[src/rtl/dram_arbiter.sv]
// DRAM arbiter for host accesses and CAS-before-RAS refreshes, with one pending host slot.
// Optional macro DRAM_ARBITER_REF_URGENT_EN: when REFPEND is 7, refresh wins over host in IDLE.
module dram_arbiter #(
    parameter int REF_INTERVAL = 91
) (
    input  logic       C7M,
    input  logic       RES,
    input  logic       HREQ,
    input  logic       HBANK,
    output logic       HACK,
    output logic       HOVF,
    output logic       ASel,
    output logic       nRAS,
    output logic       nCAS0,
    output logic       nCAS1,
    output logic [2:0] REFPEND,
    output logic       BUSY
);

    typedef enum logic [2:0] {
        IDLE, HRAS, HCAS1, HCAS2, RCAS, RRAS1, RRAS2, PRE
    } state_t;

    localparam logic [7:0] TIMER_MAX = 8'(REF_INTERVAL - 1);

    state_t     r_state;
    state_t     w_next;
    logic [7:0] r_timer;
    logic       r_slotValid;
    logic       r_slotBank;
    logic       r_bank;
    logic       w_tick;
    logic       w_urgent;
    logic       w_startHost;
    logic       w_startRef;
    logic       w_drop;
    logic       w_nextBank;
    logic       w_nRas;
    logic       w_nCas0;
    logic       w_nCas1;
    logic       w_aSel;

    assign w_tick     = (r_timer == TIMER_MAX);
    assign w_drop     = HREQ && r_slotValid;
    assign w_nextBank = r_slotValid ? r_slotBank : HBANK;

`ifdef DRAM_ARBITER_REF_URGENT_EN
    assign w_urgent = (REFPEND == 3'd7);
`else
    assign w_urgent = 1'b0;
`endif

    always_comb begin
        w_next      = r_state;
        w_startHost = 1'b0;
        w_startRef  = 1'b0;
        case (r_state)
            IDLE: begin
                if ((HREQ || r_slotValid) && !w_urgent) begin
                    w_next      = HRAS;
                    w_startHost = 1'b1;
                end else if (REFPEND != 3'd0) begin
                    w_next     = RCAS;
                    w_startRef = 1'b1;
                end
            end
            HRAS:    w_next = HCAS1;
            HCAS1:   w_next = HCAS2;
            HCAS2:   w_next = PRE;
            RCAS:    w_next = RRAS1;
            RRAS1:   w_next = RRAS2;
            RRAS2:   w_next = PRE;
            PRE:     w_next = IDLE;
            default: w_next = IDLE;
        endcase
    end

    // Strobes are a pure decode of the state being entered, so the registered pins track the state register.
    always_comb begin
        w_nRas  = 1'b1;
        w_nCas0 = 1'b1;
        w_nCas1 = 1'b1;
        w_aSel  = 1'b0;
        case (w_next)
            HRAS: w_nRas = 1'b0;
            HCAS1, HCAS2: begin
                w_nRas = 1'b0;
                w_aSel = 1'b1;
                if (r_bank) w_nCas1 = 1'b0;
                else        w_nCas0 = 1'b0;
            end
            RCAS: begin
                w_nCas0 = 1'b0;
                w_nCas1 = 1'b0;
            end
            RRAS1, RRAS2: begin
                w_nRas  = 1'b0;
                w_nCas0 = 1'b0;
                w_nCas1 = 1'b0;
            end
            default: ;
        endcase
    end

    always_ff @(posedge C7M) begin
        if (RES) begin
            r_state     <= IDLE;
            r_timer     <= 8'd0;
            REFPEND     <= 3'd0;
            r_slotValid <= 1'b0;
            r_slotBank  <= 1'b0;
            r_bank      <= 1'b0;
            nRAS        <= 1'b1;
            nCAS0       <= 1'b1;
            nCAS1       <= 1'b1;
            ASel        <= 1'b0;
            HACK        <= 1'b0;
            HOVF        <= 1'b0;
            BUSY        <= 1'b0;
        end else begin
            r_state <= w_next;
            r_timer <= w_tick ? 8'd0 : r_timer + 8'd1;

            // A tick landing on a refresh start cancels out; a tick at 7 is lost.
            if (w_tick && !w_startRef && REFPEND != 3'd7)
                REFPEND <= REFPEND + 3'd1;
            else if (w_startRef && !w_tick)
                REFPEND <= REFPEND - 3'd1;

            if (w_startHost)
                r_bank <= w_nextBank;

            if (w_startHost && r_slotValid) begin
                r_slotValid <= 1'b0;
            end else if (HREQ && !r_slotValid && !w_startHost) begin
                r_slotValid <= 1'b1;
                r_slotBank  <= HBANK;
            end

            nRAS  <= w_nRas;
            nCAS0 <= w_nCas0;
            nCAS1 <= w_nCas1;
            ASel  <= w_aSel;
            HACK  <= (w_next == HCAS2);
            HOVF  <= w_drop;
            BUSY  <= (w_next != IDLE);
        end
    end

endmodule

[config.mk]
export PLATFORM = sky130hd
export DESIGN_NAME = dram_arbiter
export DESIGN_NICKNAME = d
export VERILOG_FILES = /design/src/rtl/dram_arbiter.sv
export SDC_FILE = /design/constraint.sdc
export NUM_CORES = 1
export LEC_CHECK = 0
export ABC_AREA = 1
export CAP_MARGIN = 40
export CORE_UTILIZATION = 32
export DETAILED_ROUTE_END_ITERATION = 7
export GPL_ROUTABILITY_DRIVEN = 0
export MAX_ROUTING_LAYER = met4
export SLEW_MARGIN = 0
export SYNTH_ARGS = -nofsm -noshare
export SYNTH_HDL_FRONTEND = slang
export SYNTH_SLANG_ARGS = --single-unit
export TNS_END_PERCENT = 50
[constraint.sdc]
create_clock -name C7M -period 5.8 [get_ports C7M]
set_clock_uncertainty 0.15 [all_clocks]
set_input_delay 0.87 -clock C7M [delete_from_list [all_inputs] [get_ports C7M]]
set_output_delay 0.87 -clock C7M [all_outputs]
set_load 0.01 [all_outputs]
Word level (Yosys, flattened, before mapping)
Cells that the tools add are included.
Word-level totals
  input bits: 4
  bits in registers: 24
  output and inout bits: 10
  word-level logic and storage cells: 72
Cells by class
  muxes and demuxes: 17
  bitwise logic cells: 1
  equal/unequal tests: 15
  reductions and logical operators: 23
  add/sub/neg operators: 3
Operator list (number)
  == test 3 bit (second input constant): 7
  case mux 3 bit (7 select lines): 1
  == test 3 x 2 -> 1 bit (second input constant): 4
  two-way mux 3 bit: 4
  two-way mux 1 bit: 10
  adder 8 x 1 -> 8 bit (second input constant): 1
  == test 8 x 7 -> 1 bit (second input constant): 1
  OR reduction 2 bit: 4
  logical AND 1 bit: 7
  == test 3 x 1 -> 1 bit (second input constant): 2
  nonzero test 3 bit: 2
  OR reduction 5 bit: 1
  zero test 1 bit: 4
  case mux 1 bit (2 select lines): 2
  adder 3 x 1 -> 3 bit (second input constant): 1
  zero test 3 bit: 1
  != test 3 bit (second input constant): 1
  OR reduction 3 bit: 1
  subtractor 3 x 1 -> 3 bit (second input constant): 1
  AND reduction 2 bit: 1
  nonzero test 2 bit: 1
  logical OR 1 bit: 1
  NOT 1 bit: 1

Logic depth before layout (Yosys ltp)
Gate-level depths: netlist of run 1.
  depth after elaboration: 8
  gate-level depth with buffers: 13

Worst setup path after synthesis of run 1
Ideal clock, no wire load.
  path kind: input-to-reg
  from: input HREQ
  to: register REFPEND[2]
  data required time: 5535 ps
  setup time: 115 ps
  slack: 3776 ps
  data arrival time: 1759 ps
  cell stages on the path: 8
  path through: nor2_4 > nand3_4 > nand2_2 > fa_1 > inv_1 > nand3_1 > a21oi_1 > nor2_1
On the way
  word-level cells in the longest chain between the ends: 7
  elaborated cells between the ends (all ways): 9
RTL lines
  start: declaration: line 8  | input logic HREQ,
  logical OR 1 bit (*): line 59  | if ((HREQ || r_slotValid) && !w_urgent) begin
  two-way mux 1 bit (*): line 59
  two-way mux 1 bit (*): line 57  | case (r_state)
  zero test 1 bit: line 125  | if (w_tick && !w_startRef && REFPEND != 3'd7)
  logical AND 1 bit (2 in series): line 125
  two-way mux 3 bit or nonzero test 2 bit (tied branches)
  end signal: assignment: line 126  | REFPEND <= REFPEND + 3'd1;
  end signal: assignment: line 128  | REFPEND <= REFPEND - 3'd1;
  end: declaration: line 16  | output logic [2:0] REFPEND,
Every way passes the cells marked *; elsewhere a longest branch is shown, timed or not.
A chain may end at the register's enable or synchronous reset.

Worst setup path in the final report of run 1
Ends and elaborated chain as after synthesis.

==> impl_metrics.ini, run 1 <==
[status]
status = completed

[pwr]
leakage_nw = 0.545
p_per_area_nw_per_um2 = 291
p_total_mw = 0.395
peakVddDrop_mv = 0.119

[synthesis]
yosys_warnings = 0
synth_area_per_cell_um2 = 7.81
synth_edf_count = 0
ys_ff_latch = 24
syn_area_um2 = 1120
synth_fp_nets = 151
yosysSeqAreaShare_pct = 42.7
synthArstFlopShare_pct = 0
synth_cell_types = 31
ys.flop_type = dfxtp_1
syn_inst = 144

[floorplan]
die-height_um = 61.3
die-area_um2 = 3760
fp.dieW_um = 61.3
start_util_pct = 33.4
rows = 21
core_um2 = 3360
io_pins = 14

[cells_and_area]
fillers = 369
nets = 168
finalInstanceArea_um2 = 1360
area_growth_pct = 20.9
fin_cells = 206
final_util_pct = 40.4
final_common_cell = dfxtp_1
layout_common_cells = dfxtp_1, nand2_1, inv_1, nor2_1, clkdlybuf4s50_1
drive_gt1_share_pct = 16.9
n_antenna_cell = 0

[routing]
viasPerCell = 4.43
drt_wl_total_um = 1990
vias = 913
antenna_left = 0
detail_route.wl_per_cell_um = 9.65
dr.pass1.iters = 4
drt-initial-drc-count = 13
drc = 0

[setup_path]
cp.required_ns = 5.89
cp_max_fo = 5
path_class = in2reg
start_kind = input pin
arrival_ns = 2.44
critPathCaptureType = flop

[flow_run]
max_cap_viol_count = 0

[sta]
hold_viol = 0
max_freq_mhz = 426
tightest_slew_ns = 0.297
finalSetupViolations = 0
finalMaxSlewViolations = 0
setup-tns-final_ns = 0
whs_ns = 0.334
relSlewSlack_pct = 80.1
fin_crit_ns = 2.35
fin_ws_ns = 3.45
post-route-period-util_pct = 40.5
rsz0062_at_grt = false

[cts]
cts_num_sinks = 24
clock_latency_ns = 0.33
cts_tree = built
clock_path_buffers = 2
postCtsSetupBuffers = 0
hold_buffers = 0
cts_root_buf = clkbuf_4
path_clk_slew_ns = 0.15
cts_buffers = 3
cts_resized = 0
htree_levels = 1

[placement]
pre_cts_ws_ns = 3.10
hpwl_um = 1610
io_buffer_count = 13
place_inst = 202
place_area_um2 = 1310

[grt]
antenna_found_initial = 0
grt_pass1_wl_um = 3350
grt_max_degree = 15
overflow = 0
track_usage_pct = 12.5
first_global_vias = 810

[min_path]
worstHoldPathType = reg2reg
per-layer routing:
layer	GRT usage (%)	routed length (µm)
met3	1.89	34
met4	5.84	34
met5	-	0
met2	19.9	954
met1	15.5	963
final timing paths:
| check | startpoint | end | slack [ns] | cells after the start |
|---|---|---|---|---|
| hold reg to reg | r_timer[0] | r_timer[0] | 0.33 | 1 |
| setup reg to reg | r_timer[0] | REFPEND[2] | 3.81 | 12 |
| hold / removal | r_timer[0] | r_timer[0] | 0.33 | 1 |
| setup / recovery | HREQ | REFPEND[2] | 3.45 | 9 |
cells in the mapped netlist, drive strengths merged, types with 2 or more instances:
master   n  area (µm²)
a21oi    3        15.0
a31oi    2        12.5
clkinv   2        12.5
dfxtp   24         480
ha       2        25.0
inv     24        90.1
nand2   27         121
nand3   11        72.6
nor2    23         119
nor3     7        40.0
nor3b    2        15.0
o211ai   3        22.5
o21ai    6        30.0
registers in the layout (all words and copies together) (netlist names):
signal	cells
HOVF	1
BUSY	1
HACK	1
r_timer	8
nCAS1	1
r_slotBank	1
ASel	1
nRAS	1
REFPEND	3
r_bank	1
r_slotValid	1
nCAS0	1
r_state	3
power by group:
group	switching, mW	leakage [nW]	total (mW)	internal (mW)
sequential	0.0108	0.197	0.193	0.183
combinational	0.0451	0.320	0.0803	0.0352
clock	0.0515	0.0279	0.121	0.0699
total	0.107	0.545	0.395	0.288
cell type report:
class / instances / area [µm²] / area share, %
well taps: 46 / 57.6 / 4.23
inverters: 26 / 103 / 7.54
clock inverters: 1 / 30.0 / 2.21
clock buffers: 3 / 22.5 / 1.66
repair buffers: 13 / 130 / 9.57
multi-input cells: 93 / 537 / 39.5
flip-flops and latches: 24 / 480 / 35.3
worst max-delay path, stage by stage:
cell and delay, ns:
clkdlybuf4s50_1 0.56, nor2_4 0.08, nand3_4 0.09, nand2_2 0.08, fa_1 0.38, inv_1 0.06, nand3_1 0.09, a21oi_1 0.16
nor2_1 0.06
kinds of logic (layout without fill, tap and decap cells):
| kind of cell | after synthesis | count (layout) | share of synthesized area [%] |
|---|---|---|---|
| and+or+nand+nor | 74 | 74 | 35.3 |
| buffers and inverters | 27 | 43 | 9.57 |
| DFF | 24 | 24 | 42.7 |
| AOI/OAI and AO/OA | 15 | 15 | 7.67 |
| adders and majority gates | 3 | 3 | 4.00 |
| xor gates and xnor gates | 1 | 1 | 0.779 |
Power figures use the tool's default switching activity.
==> inputs of run 2 (changes only) <==
==> constraint.sdc (replaced) <==
create_clock -name C7M -period 2.14 [get_ports C7M]
set_clock_uncertainty 0.15 [all_clocks]
set_input_delay 0.321 -clock C7M [delete_from_list [all_inputs] [get_ports C7M]]
set_output_delay 0.321 -clock C7M [all_outputs]
set_load 0.01 [all_outputs]
==> run 2 against run 1 <==
First-iteration DRC count is 38% higher. Sequential power rose to 2.7 times the previous value. Highest routed layer unchanged. Combinational power rose to 2.8 times the previous value. Non-clock buffer count is 4 higher. Largest power group unchanged.
==> impl_metrics.ini, run 2 (synthesized netlist as in run 1, its figures left out) <==
[routing]
drc = 0
viasPerCell = 4.65
antenna_left = 0
detail_route.wl_per_cell_um = 9.97
drt_wl_total_um = 2090
drt-initial-drc-count = 18
dr.pass1.iters = 4
vias = 977

[floorplan]
io_pins = 14
rows = 21
die-height_um = 61.3
fp.dieW_um = 61.3
start_util_pct = 33.4
die-area_um2 = 3760
core_um2 = 3360

[placement]
io_buffer_count = 13
pre_cts_ws_ns = 0.000698
hpwl_um = 1670

[cts]
cts_num_sinks = 24
htree_levels = 1
cts_root_buf = clkbuf_4
path_clk_slew_ns = 0.14
cts_buffers = 3
clock_latency_ns = 0.31
cts_tree = built
clock_path_buffers = 2

[grt]
first_global_vias = 893
antenna_found_initial = 0
track_usage_pct = 13.5
overflow = 0
grt_max_degree = 14
grt_pass1_wl_um = 3640

[setup_path]
start_kind = flop
cp.required_ns = 2.25
critPathCaptureType = flop
path_class = reg2reg
reg2regPathDepth = 13
cp_max_fo = 4
arrival_ns = 2.06

[sta]
relSlewSlack_pct = 84.1
rsz0062_at_grt = false
setup-tns-final_ns = 0
post-route-period-util_pct = 90.7
max_freq_mhz = 515
hold_viol = 0
finalMaxSlewViolations = 0
tightest_slew_ns = 0.236
fin_crit_ns = 1.94
whs_ns = 0.288
fin_ws_ns = 0.199
finalSetupViolations = 0

[status]
status = completed

[cells_and_area]
largest_reg_flops = 8
nets = 172
drive_gt1_share_pct = 22.0
top_register = r_timer
final_common_cell = dfxtp_1
layout_common_cells = dfxtp_1, nand2_1, inv_1
top_regs = r_timer (8), REFPEND (3), r_state (3)
n_antenna_cell = 0
area_growth_pct = 23.2

[min_path]
worstHoldPathType = reg2reg
min_path_cells = 1

[pwr]
peakVddDrop_mv = 0.335
leakage_nw = 0.555
p_per_area_nw_per_um2 = 715

[flow_run]
max_cap_viol_count = 0
-- run 2: changes by cell type in the layout (fill, tap and decap cells not counted), sizes merged --
cell	previous run	this run
clkbuf	3	4
bufinv	1	0
buf	0	4
-- run 2: cell type report --
type	count	area, µm²
repair buffers	17	160
clock buffers	4	36.3
well taps	46	57.6
inverters	26	103
flip-flops and latches	24	482
multi-input cells	93	548
fillers	344	1980
-- run 2: critical path: stages (launching register included) --
cell and delay, ns:
dfxtp_2 0.36, inv_1 0.06, ha_2 0.17, inv_1 0.05, nor2_2 0.11, nand2_2 0.09
nor2_4 0.10, nand2_2 0.08, fa_2 0.34, inv_1 0.06, nand3_1 0.11, nand3_1 0.11
nand2_1 0.05, nor2_1 0.08
-- run 2: layer usage --
| metal | track usage [%] | vias to the layer above | part of all wire [%] |
|---|---|---|---|
| li1 | - | 503 | - |
| met1 | 16.1 | 435 | 46 |
| met2 | 21.9 | 29 | 47 |
| met3 | 2.10 | 10 | 3.7 |
| met4 | 7.14 | 0 | 3.7 |
| met5 | - | - | 0 |
-- run 2: path summary, 6_finish.rpt --
check | from | to | slack, ns
worst min-delay path | r_timer[0] | r_timer[0] | 0.29
worst max register to register | r_timer[0] | REFPEND[2] | 0.20
worst max-delay path | r_timer[0] | REFPEND[2] | 0.20
worst min register to register | r_timer[0] | r_timer[0] | 0.29
-- run 2: per-stage QoR --
step / instance area, µm² / std cells / util (%) / power (mW)
after CTS: 1370 / 209 / 40.6 / 1.00
after detailed placement: 1330 / 205 / 39.5 / 0.762
final: 1390 / 210 / 41.2 / 0.991
after global placement: 1330 / 205 / 39.5 / 0.757
after global routing: 1390 / 210 / 41.2 / 1.06
after floorplan: 1120 / 144 / - / 0.669
-- run 2: where the power goes --
part	total [mW]	switching [mW]	internal, mW
Clock	0.239	0.135	0.104
Sequential	0.526	0.0308	0.495
Combinational	0.226	0.124	0.102
Total	0.991	0.290	0.701
-- run 2: repair_timing --
item	CTS	global route
resized for setup	0	5
buffers inserted	0	1
endpoints found under the setup margin	0	1
hold buffers	0	0
==> inputs of run 3 (changes only) <==
--- a/config.mk
+++ b/config.mk
@@ -6,12 +6,12 @@
 export NUM_CORES = 1
 export LEC_CHECK = 0
 export ABC_AREA = 1
+export ABC_CLOCK_PERIOD_IN_PS = 2140
 export CAP_MARGIN = 40
 export CORE_UTILIZATION = 32
 export DETAILED_ROUTE_END_ITERATION = 7
 export GPL_ROUTABILITY_DRIVEN = 0
 export MAX_ROUTING_LAYER = met4
-export SLEW_MARGIN = 0
 export SYNTH_ARGS = -nofsm -noshare
 export SYNTH_HDL_FRONTEND = slang
 export SYNTH_SLANG_ARGS = --single-unit
==> results of run 3 <==
Final layout, timing and power as in run 2 (identical DEF).
